<file path="src/rtl/cronometro_pkg.sv">
// Shared constants for the stopwatch display path: active-high 7-segment
// patterns ({g,f,e,d,c,b,a}) and the number of display digits.
package cronometro_pkg;

  localparam int NUM_DIGITS = 4;

  localparam logic [6:0] SEG_0     = 7'h3F;
  localparam logic [6:0] SEG_1     = 7'h06;
  localparam logic [6:0] SEG_2     = 7'h5B;
  localparam logic [6:0] SEG_3     = 7'h4F;
  localparam logic [6:0] SEG_4     = 7'h66;
  localparam logic [6:0] SEG_5     = 7'h6D;
  localparam logic [6:0] SEG_6     = 7'h7D;
  localparam logic [6:0] SEG_7     = 7'h07;
  localparam logic [6:0] SEG_8     = 7'h7F;
  localparam logic [6:0] SEG_9     = 7'h6F;
  localparam logic [6:0] SEG_BLANK = 7'h00;

endpackage

</file>
<file path="src/rtl/bcd_to_7seg.sv">
// BCD to active-high 7-segment pattern; non-decimal codes 10..15 decode to blank.
module bcd_to_7seg
  import cronometro_pkg::*;
(
  input  logic [3:0] bcd,
  output logic [6:0] seg
);

  // digit lookup
  always_comb begin
    seg = SEG_BLANK;
    case (bcd)
      4'd0:    seg = SEG_0;
      4'd1:    seg = SEG_1;
      4'd2:    seg = SEG_2;
      4'd3:    seg = SEG_3;
      4'd4:    seg = SEG_4;
      4'd5:    seg = SEG_5;
      4'd6:    seg = SEG_6;
      4'd7:    seg = SEG_7;
      4'd8:    seg = SEG_8;
      4'd9:    seg = SEG_9;
      default: seg = SEG_BLANK;
    endcase
  end

endmodule

</file>
<file path="src/rtl/display_scan_7seg.sv">
// Four-digit common-anode 7-segment scanner with per-slot blanking and frame-coherent
// digit sampling. Defining LEADING_ZERO_BLANK_EN blanks leading zeros on digits 3..1.
module display_scan_7seg
  import cronometro_pkg::*;
#(
  parameter int SCAN_DIV       = 50000,
  parameter int BLANK_CYCLES   = 500,
  parameter int SEG_ACTIVE_LOW = 1,
  parameter int AN_ACTIVE_LOW  = 1
) (
  input  logic       clock,
  input  logic       reset,
  input  logic [3:0] digito0,
  input  logic [3:0] digito1,
  input  logic [3:0] digito2,
  input  logic [3:0] digito3,
  input  logic [3:0] ponto,
  input  logic       habilita,
  output logic [6:0] segmentos,
  output logic       dp,
  output logic [3:0] anodo
);

  localparam int               CNT_W     = (SCAN_DIV > 1) ? $clog2(SCAN_DIV) : 1;
  localparam logic [CNT_W-1:0] CNT_LAST  = CNT_W'(SCAN_DIV - 1);
  localparam logic [CNT_W-1:0] CNT_BLANK = CNT_W'(BLANK_CYCLES);
  localparam logic [3:0]       AN_OFF    = (AN_ACTIVE_LOW != 0) ? 4'hF : 4'h0;
  localparam logic [6:0]       SEG_OFF   = (SEG_ACTIVE_LOW != 0) ? 7'h7F : 7'h00;
  localparam logic             DP_OFF    = (SEG_ACTIVE_LOW != 0) ? 1'b1 : 1'b0;

  logic [CNT_W-1:0] cnt_r;
  logic [1:0]       idx_r;
  logic [3:0]       shadow_r [NUM_DIGITS];
  logic [3:0]       ponto_r;
  logic             tick_s;
  logic             frame_end_s;
  logic [3:0]       lz_blank_s;
  logic [3:0]       digit_s;
  logic [6:0]       pattern_s;
  logic [3:0]       an_log_s;
  logic [3:0]       an_s;
  logic [6:0]       seg_s;
  logic             dp_s;
  logic [3:0]       anodo_r;
  logic [6:0]       seg_r;
  logic             dp_r;

  assign tick_s      = (cnt_r == CNT_LAST);
  assign frame_end_s = tick_s && (idx_r == 2'd3);

  // prescaler, slot index and frame-boundary shadow capture
  always_ff @(posedge clock) begin
    if (reset) begin
      cnt_r       <= '0;
      idx_r       <= 2'd0;
      shadow_r[0] <= 4'd0;
      shadow_r[1] <= 4'd0;
      shadow_r[2] <= 4'd0;
      shadow_r[3] <= 4'd0;
      ponto_r     <= 4'd0;
    end else begin
      cnt_r <= tick_s ? '0 : cnt_r + CNT_W'(1);
      if (tick_s) begin
        idx_r <= idx_r + 2'd1;
      end
      if (frame_end_s) begin
        shadow_r[0] <= digito0;
        shadow_r[1] <= digito1;
        shadow_r[2] <= digito2;
        shadow_r[3] <= digito3;
        ponto_r     <= ponto;
      end
    end
  end

`ifdef LEADING_ZERO_BLANK_EN
  // a zero digit is blanked only while every digit to its left is also zero
  always_comb begin
    lz_blank_s    = 4'b0000;
    lz_blank_s[3] = (shadow_r[3] == 4'd0);
    lz_blank_s[2] = lz_blank_s[3] && (shadow_r[2] == 4'd0);
    lz_blank_s[1] = lz_blank_s[2] && (shadow_r[1] == 4'd0);
  end
`else
  assign lz_blank_s = 4'b0000;
`endif

  // code 15 is a non-decimal code, so the decoder renders it blank
  assign digit_s = lz_blank_s[idx_r] ? 4'd15 : shadow_r[idx_r];

  bcd_to_7seg u_dec (
    .bcd (digit_s),
    .seg (pattern_s)
  );

  // lit-anode selection and output polarity
  always_comb begin
    an_log_s = 4'b0000;
    if (habilita && (cnt_r >= CNT_BLANK)) begin
      an_log_s[idx_r] = 1'b1;
    end else begin
      an_log_s = 4'b0000;
    end
    if (AN_ACTIVE_LOW != 0) begin
      an_s = ~an_log_s;
    end else begin
      an_s = an_log_s;
    end
    if (SEG_ACTIVE_LOW != 0) begin
      seg_s = ~pattern_s;
      dp_s  = ~ponto_r[idx_r];
    end else begin
      seg_s = pattern_s;
      dp_s  = ponto_r[idx_r];
    end
  end

  // output registers
  always_ff @(posedge clock) begin
    if (reset) begin
      anodo_r <= AN_OFF;
      seg_r   <= SEG_OFF;
      dp_r    <= DP_OFF;
    end else begin
      anodo_r <= an_s;
      seg_r   <= seg_s;
      dp_r    <= dp_s;
    end
  end

  assign anodo     = anodo_r;
  assign segmentos = seg_r;
  assign dp        = dp_r;

endmodule

</file>
<file path="config.mk">
export PLATFORM = sky130hd
export DESIGN_NAME = display_scan_7seg
export DESIGN_NICKNAME = d
export VERILOG_FILES = /design/src/rtl/cronometro_pkg.sv /design/src/rtl/bcd_to_7seg.sv /design/src/rtl/display_scan_7seg.sv
export SDC_FILE = /design/constraint.sdc
export NUM_CORES = 1
export LEC_CHECK = 0
export CORE_ASPECT_RATIO = 1.1
export CORE_UTILIZATION = 57
export DETAILED_ROUTE_END_ITERATION = 10
export PLACE_DENSITY = 0.87
export SLEW_MARGIN = 0
export SYNTH_ARGS = -nofsm -noshare
export SYNTH_HDL_FRONTEND = slang
export SYNTH_SLANG_ARGS = --single-unit
export TNS_END_PERCENT = 50
</file>
<file path="constraint.sdc">
create_clock -name clock -period 5 [get_ports clock]
set_input_delay 1 -clock clock [delete_from_list [all_inputs] [get_ports clock]]
set_output_delay 1 -clock clock [all_outputs]
set_load 0.02 [all_outputs]
</file>
==> impl_metrics.json, run 1 <==
{
  "status": "complete, no violations",
  "cts_tree": "built",
  "grt_pass1_vias": 1475,
  "synth_area_um2": 2320,
  "period_share_pct": 49.2,
  "drc_errors": 0,
  "drv_slew": 0,
  "ff2ff_path_depth": 4,
  "insertedDiodeCount": 0,
  "r2r-end": "shadow_r[3][3]$_SDFFCE_PN0P_",
  "grt_max_degree": 18,
  "fill_cells": 271,
  "portBuffers": 34,
  "drive_gt1_share_pct": 5.74,
  "rsz0062_at_grt": "false",
  "via_per_inst": 5.34,
  "slew_headroom_pct": 59.4,
  "antenna_found_initial": 0,
  "place_inst": 286,
  "cts_root_buf": "clkbuf_8",
  "gp_congestion": 0.771,
  "critPathTopFamily": "buffers and inverters",
  "hold_buffers": 0,
  "pwr-share-seq_pct": 61.7,
  "worst_ep_arrival_time_ps": 2410,
  "powerDensity_nw_per_um2": 262,
  "swShare_pct": 21.6,
  "cp_slowest_stage_delay_ps": 860,
  "ys_types": 43,
  "dieWidth_um": 62.8,
  "clock.fmax_mhz": 406,
  "ant_nets": 0,
  "setup_viol": 0,
  "nets": 277,
  "ir_worst_vdd_v": 0.000204,
  "synth_edf_count": 16,
  "finish.instance_area_um2": 2760,
  "core_um2": 3770,
  "ys_seq_area_share_pct": 51.8,
  "htree_levels": 2,
  "power.leakage_uw": 0.00102,
  "required_ps": 4950,
  "cp-start-kind": "input port",
  "cap_violations": 0,
  "layoutNonFillerInstCount": 294,
  "post_synth.cell_area_avg_um2": 11.1,
  "worst_hold_slack_ps": 481,
  "switching_power_uw": 156,
  "tightest_slew_ps": 607,
  "dieArea_um2": 4330,
  "wl_mm": 3.71,
  "p_int_uw": 567,
  "cpMaxStageDelayCell": "clkdlybuf4s50_1",
  "die_h_um": 68.9,
  "grt_first_pass_wirelength_mm": 6.24,
  "critical_path_class": "input port to register",
  "avgRoutedWirePerCell_um": 12.6,
  "tns_ps": 0,
  "synth_cells": 209,
  "cts_sinks": 52,
  "p_clk_share_pct": 31.5,
  "numCtsBuffers": 5,
  "post-route-min-period_ps": 2460,
  "end_kind": "register",
  "hp-class": "register to register",
  "reg2reg_setup_slack_ps": 2790,
  "fin_util_pct": 73.2,
  "finClkSkew_ps": 4.96,
  "rows": 23,
  "whs_path_depth": 2,
  "yosys_warnings": 0,
  "grt_usage_pct": 19.1,
  "comb_power_share_pct": 6.8,
  "cts_resized": 0,
  "clkTransAtPathRegs_ps": 80,
  "via_count": 1570,
  "dp_hpwl_mm": 2.63,
  "async_reset_ff_share_pct": 0,
  "start_util_pct": 61.5,
  "path_buf_inv": 1,
  "placedInstanceArea_um2": 2680,
  "synthFlopType": "dfxtp_1",
  "ios": 35,
  "synthesis.nets": 243,
  "hold_viol": 0,
  "grt.overflow.total": 0,
  "first_iter_violations": 140,
  "synth-seq-cells": 52,
  "cts_setup_buffers": 0,
  "syn2layout_area_growth_pct": 19.1,
  "clock_latency_ps": 300,
  "crit_chain": "clkdlybuf4s50_1 > a21o_1",
  "worstHoldEndpoint": "ponto_r[3]$_SDFFE_PP0P_",
  "cts_max_path_buffers": 2,
  "hold_start": "ponto_r[3]$_SDFFE_PP0P_",
  "crit_path_max_fanout": 17,
  "first_pass_iters": 4,
  "timing.rr.start": "cnt_r[0]$_SDFF_PP0_"
}
per-layer routing:
metal,up-vias,GRT usage (%),part of all wire [%]
li1,797,-,-
met1,718,21.4,43
met2,48,34.8,51
met5,-,0,0
met4,0,10.5,2.0
met3,7,3.95,4.1
logic make-up after synthesis:
group,after synthesis,share of synthesized area [%]
AOI/OAI and AO/OA,24,6.04
adders and majority gates,11,5.94
and+or+nand+nor,84,21.4
muxes,6,5.61
xor gates and xnor gates,15,5.67
buffers and inverters,17,3.51
DFF,52,51.8
Yosys cell counts, types with 3 or more instances:
cell	instances	share of area [%]
edfxtp_1	16	21
inv_1	10	1.6
nor3_1	3	0.65
xor2_1	7	2.6
mux4_2	3	2.9
a21oi_1	9	1.9
xnor2_1	8	3.0
nor2_1	20	3.2
and2_1	16	4.3
o21ai_0	7	1.5
nand3_1	9	1.9
and4_1	4	1.5
nand2_1	13	2.1
dfxtp_1	36	31
ha_1	11	5.9
nand4_1	3	0.81
layout by cell type (no fill, tap or decap), types with 8 or more instances in the layout:
cell type and n:
a21oi_1 9, and2_1 16, clkdlybuf4s50_1 34, dfxtp_1 36, edfxtp_1 16, ha_1 11
inv_1 10, nand2_1 13, nand3_1 9, nor2_1 20, xnor2_1 8
how the worst max path moves through the flow:
stage / startpoint / depth (start not counted) / end / slack, ps
after floorplan: reset / 3 / shadow_r[0][0]$_SDFFCE_PN0P_ / 2660
after global placement: reset / 2 / shadow_r[2][2]$_SDFFCE_PN0P_ / 2230
after detailed placement: reset / 2 / shadow_r[0][2]$_SDFFCE_PN0P_ / 2190
after CTS: reset / 2 / shadow_r[3][3]$_SDFFCE_PN0P_ / 2510
after global routing: reset / 2 / shadow_r[3][3]$_SDFFCE_PN0P_ / 2400
final: reset / 2 / shadow_r[3][3]$_SDFFCE_PN0P_ / 2540
metrics by stage:
step | power [uW] | setup slack [ps]
after floorplan | 478 | 2660
after global placement | 504 | 2230
after detailed placement | 505 | 2190
after CTS | 730 | 2510
after global routing | 750 | 2400
final | 723 | 2540
flip-flops by register name, summed over array words and instances, names as in the netlist, named ones only:
signal / flops
shadow_r: 16
ponto_r: 4
idx_r: 2
anodo: 4
segmentos: 7
cnt_r: 16
dp: 1
layout make-up:
cell class | instances | area [um2] | share of cell area [%]
clock buffer | 6 | 72.6 | 2.63
clock inverter | 2 | 11.3 | 0.408
inverter | 10 | 37.5 | 1.36
multi-input combinational | 140 | 1040 | 37.5
sequential | 52 | 1200 | 43.5
tap | 50 | 62.6 | 2.27
timing repair buffer | 34 | 340 | 12.3
power by group through the flow:
stage	Combinational, uW	Clock [uW]	Sequential, uW
after CTS	49.5	234	446
after global placement	48.1	0	456
after detailed placement	49.3	0	456
after floorplan	18.6	0	460
final	48.9	228	446
after global routing	53.8	249	447
(Power assumes the default switching activity.)
==> run 2: changes to the inputs <==
--- a/config.mk
+++ b/config.mk
@@ -6,9 +6,9 @@
 export NUM_CORES = 1
 export LEC_CHECK = 0
 export CORE_ASPECT_RATIO = 1.1
-export CORE_UTILIZATION = 57
+export CORE_UTILIZATION = 48
 export DETAILED_ROUTE_END_ITERATION = 10
-export PLACE_DENSITY = 0.87
+export PLACE_DENSITY = 0.78
 export SLEW_MARGIN = 0
 export SYNTH_ARGS = -nofsm -noshare
 export SYNTH_HDL_FRONTEND = slang
==> constraint.sdc (replaced) <==
create_clock -name clock -period 2.1 [get_ports clock]
set_input_delay 0.42 -clock clock [delete_from_list [all_inputs] [get_ports clock]]
set_output_delay 0.42 -clock clock [all_outputs]
set_load 0.02 [all_outputs]
==> run 2 against run 1 <==
Cell count grew 4.1%. Register-to-register slack lost 2600 ps. Wire length grew 8.0%. Sequential cell count is the same. Largest cell class unchanged.
==> impl_metrics.json, run 2 (synthesis gave the netlist of run 1 again) <==
{
  "end_kind": "register",
  "grt_busiest_layer": "met2",
  "tns_ps": 0,
  "post-route-min-period_ps": 1890,
  "worst_hold_slack_ps": 478,
  "htree_levels": 2,
  "layoutNonFillerInstCount": 306,
  "dp_hpwl_mm": 2.89,
  "rows": 26,
  "clock.fmax_mhz": 530,
  "via_count": 1613,
  "grt_pass1_vias": 1515,
  "hold_viol": 0,
  "hold_buffers": 0,
  "first_pass_iters": 4,
  "grt_max_degree": 17,
  "drive_gt1_share_pct": 8.00,
  "layout_commonest_cell": "dfxtp_1",
  "avgRoutedWirePerCell_um": 13.1,
  "finClkSkew_ps": 5.99,
  "setup_viol": 0,
  "cp_slowest_stage_delay_ps": 660,
  "clock_latency_ps": 310,
  "grt_usage_pct": 17.7,
  "status": "complete, no violations",
  "cts_max_path_buffers": 2,
  "die_h_um": 74.9,
  "met2_usage_pct": 29.8,
  "slew_headroom_pct": 68.6,
  "cpMaxStageDelayCell": "mux4_1",
  "clkTransAtPathRegs_ps": 90,
  "placedInstanceArea_um2": 2730,
  "gp_congestion": 0.765,
  "rsz0062_at_grt": "false",
  "required_ps": 2290,
  "path_buf_inv": 0,
  "powerDensity_nw_per_um2": 626,
  "crit_chain": "mux4_1 > ha_1 > nor4b_1 > a21oi_1",
  "critPathTopFamily": "multiplexers",
  "use_met3_pct": 3.64,
  "cts_tree": "built",
  "period_share_pct": 89.9,
  "ir_worst_vdd_v": 0.000409,
  "place_inst": 298,
  "antenna_found_initial": 0,
  "via_per_inst": 5.27,
  "nets": 283,
  "grt.overflow.total": 0,
  "critical_path_class": "register to register",
  "cts_root_buf": "clkbuf_8",
  "finish.instance_area_um2": 2820,
  "cp-start-kind": "register",
  "drv_slew": 0,
  "hold_start": "ponto_r[2]$_SDFFE_PP0P_",
  "use_met1_pct": 20.9,
  "crit_path_max_fanout": 4,
  "ant_nets": 0,
  "first_iter_violations": 86,
  "insertedDiodeCount": 0,
  "numCtsBuffers": 5,
  "start_util_pct": 49.8,
  "power.leakage_uw": 0.00106,
  "cap_violations": 0,
  "worst_ep_arrival_time_ps": 2080,
  "cts_resized": 0,
  "fin_util_pct": 60.6,
  "ios": 35,
  "core_um2": 4650,
  "tightest_slew_ps": 467,
  "layout_common_cells": "dfxtp_1 (36), clkdlybuf4s50_1 (34), nor2_1 (20)",
  "wl_mm": 4.01,
  "cts_sinks": 52,
  "syn2layout_area_growth_pct": 21.6,
  "dieWidth_um": 68.3,
  "drc_errors": 0,
  "grt_first_pass_wirelength_mm": 6.56,
  "cts_setup_buffers": 0,
  "portBuffers": 34,
  "hp-class": "register to register",
  "dieArea_um2": 5110
}
## run 2: cell types whose count changed in the layout (fill, tap and decap cells not counted)
cell / delta
buf_4: +6
clkbuf_8: +1
clkinvlp_4: -1
## run 2: layer usage
layer,wire [um],vias to the layer above
met1,1760,765
met5,0,-
met4,98,0
met2,2020,36
li1,-,805
met3,136,7
## run 2: final cells by class
class | count | area, um2
clock inverter | 1 | 3.75
clock buffer | 7 | 86.3
tap | 56 | 70.1
fill | 395 | 1830
timing repair buffer | 40 | 385
sequential | 52 | 1200
inverter | 10 | 37.5
multi-input combinational | 140 | 1040
## run 2: metrics by stage
| stage | setup slack (ps) | total power, uW |
|---|---|---|
| after floorplan | 176 | 1140 |
| after global placement | 220 | 1210 |
| after detailed placement | 151 | 1210 |
| after CTS | 196 | 1780 |
| after global routing | 86.7 | 1830 |
| final | 213 | 1770 |
## run 2: power breakdown
part,internal (uW),switching (uW)
combinational,69.6,53.4
sequential,1050,10.4
clock,265,315
## run 2: worst register-to-register path, cell delays in order (launching register included)
cell and delay, ps:
dfxtp_1 470, mux4_1 660, ha_1 250, nor4b_1 300, a21oi_1 80
## run 2: path summary, 6_finish.rpt
check,to,slack (ps),depth (start not counted)
max,segmentos[6]$_SDFF_PP1_,210,4
max reg2reg,segmentos[6]$_SDFF_PP1_,210,4
min reg2reg,ponto_r[2]$_SDFFE_PP0P_,480,2
min,ponto_r[2]$_SDFFE_PP0P_,480,2
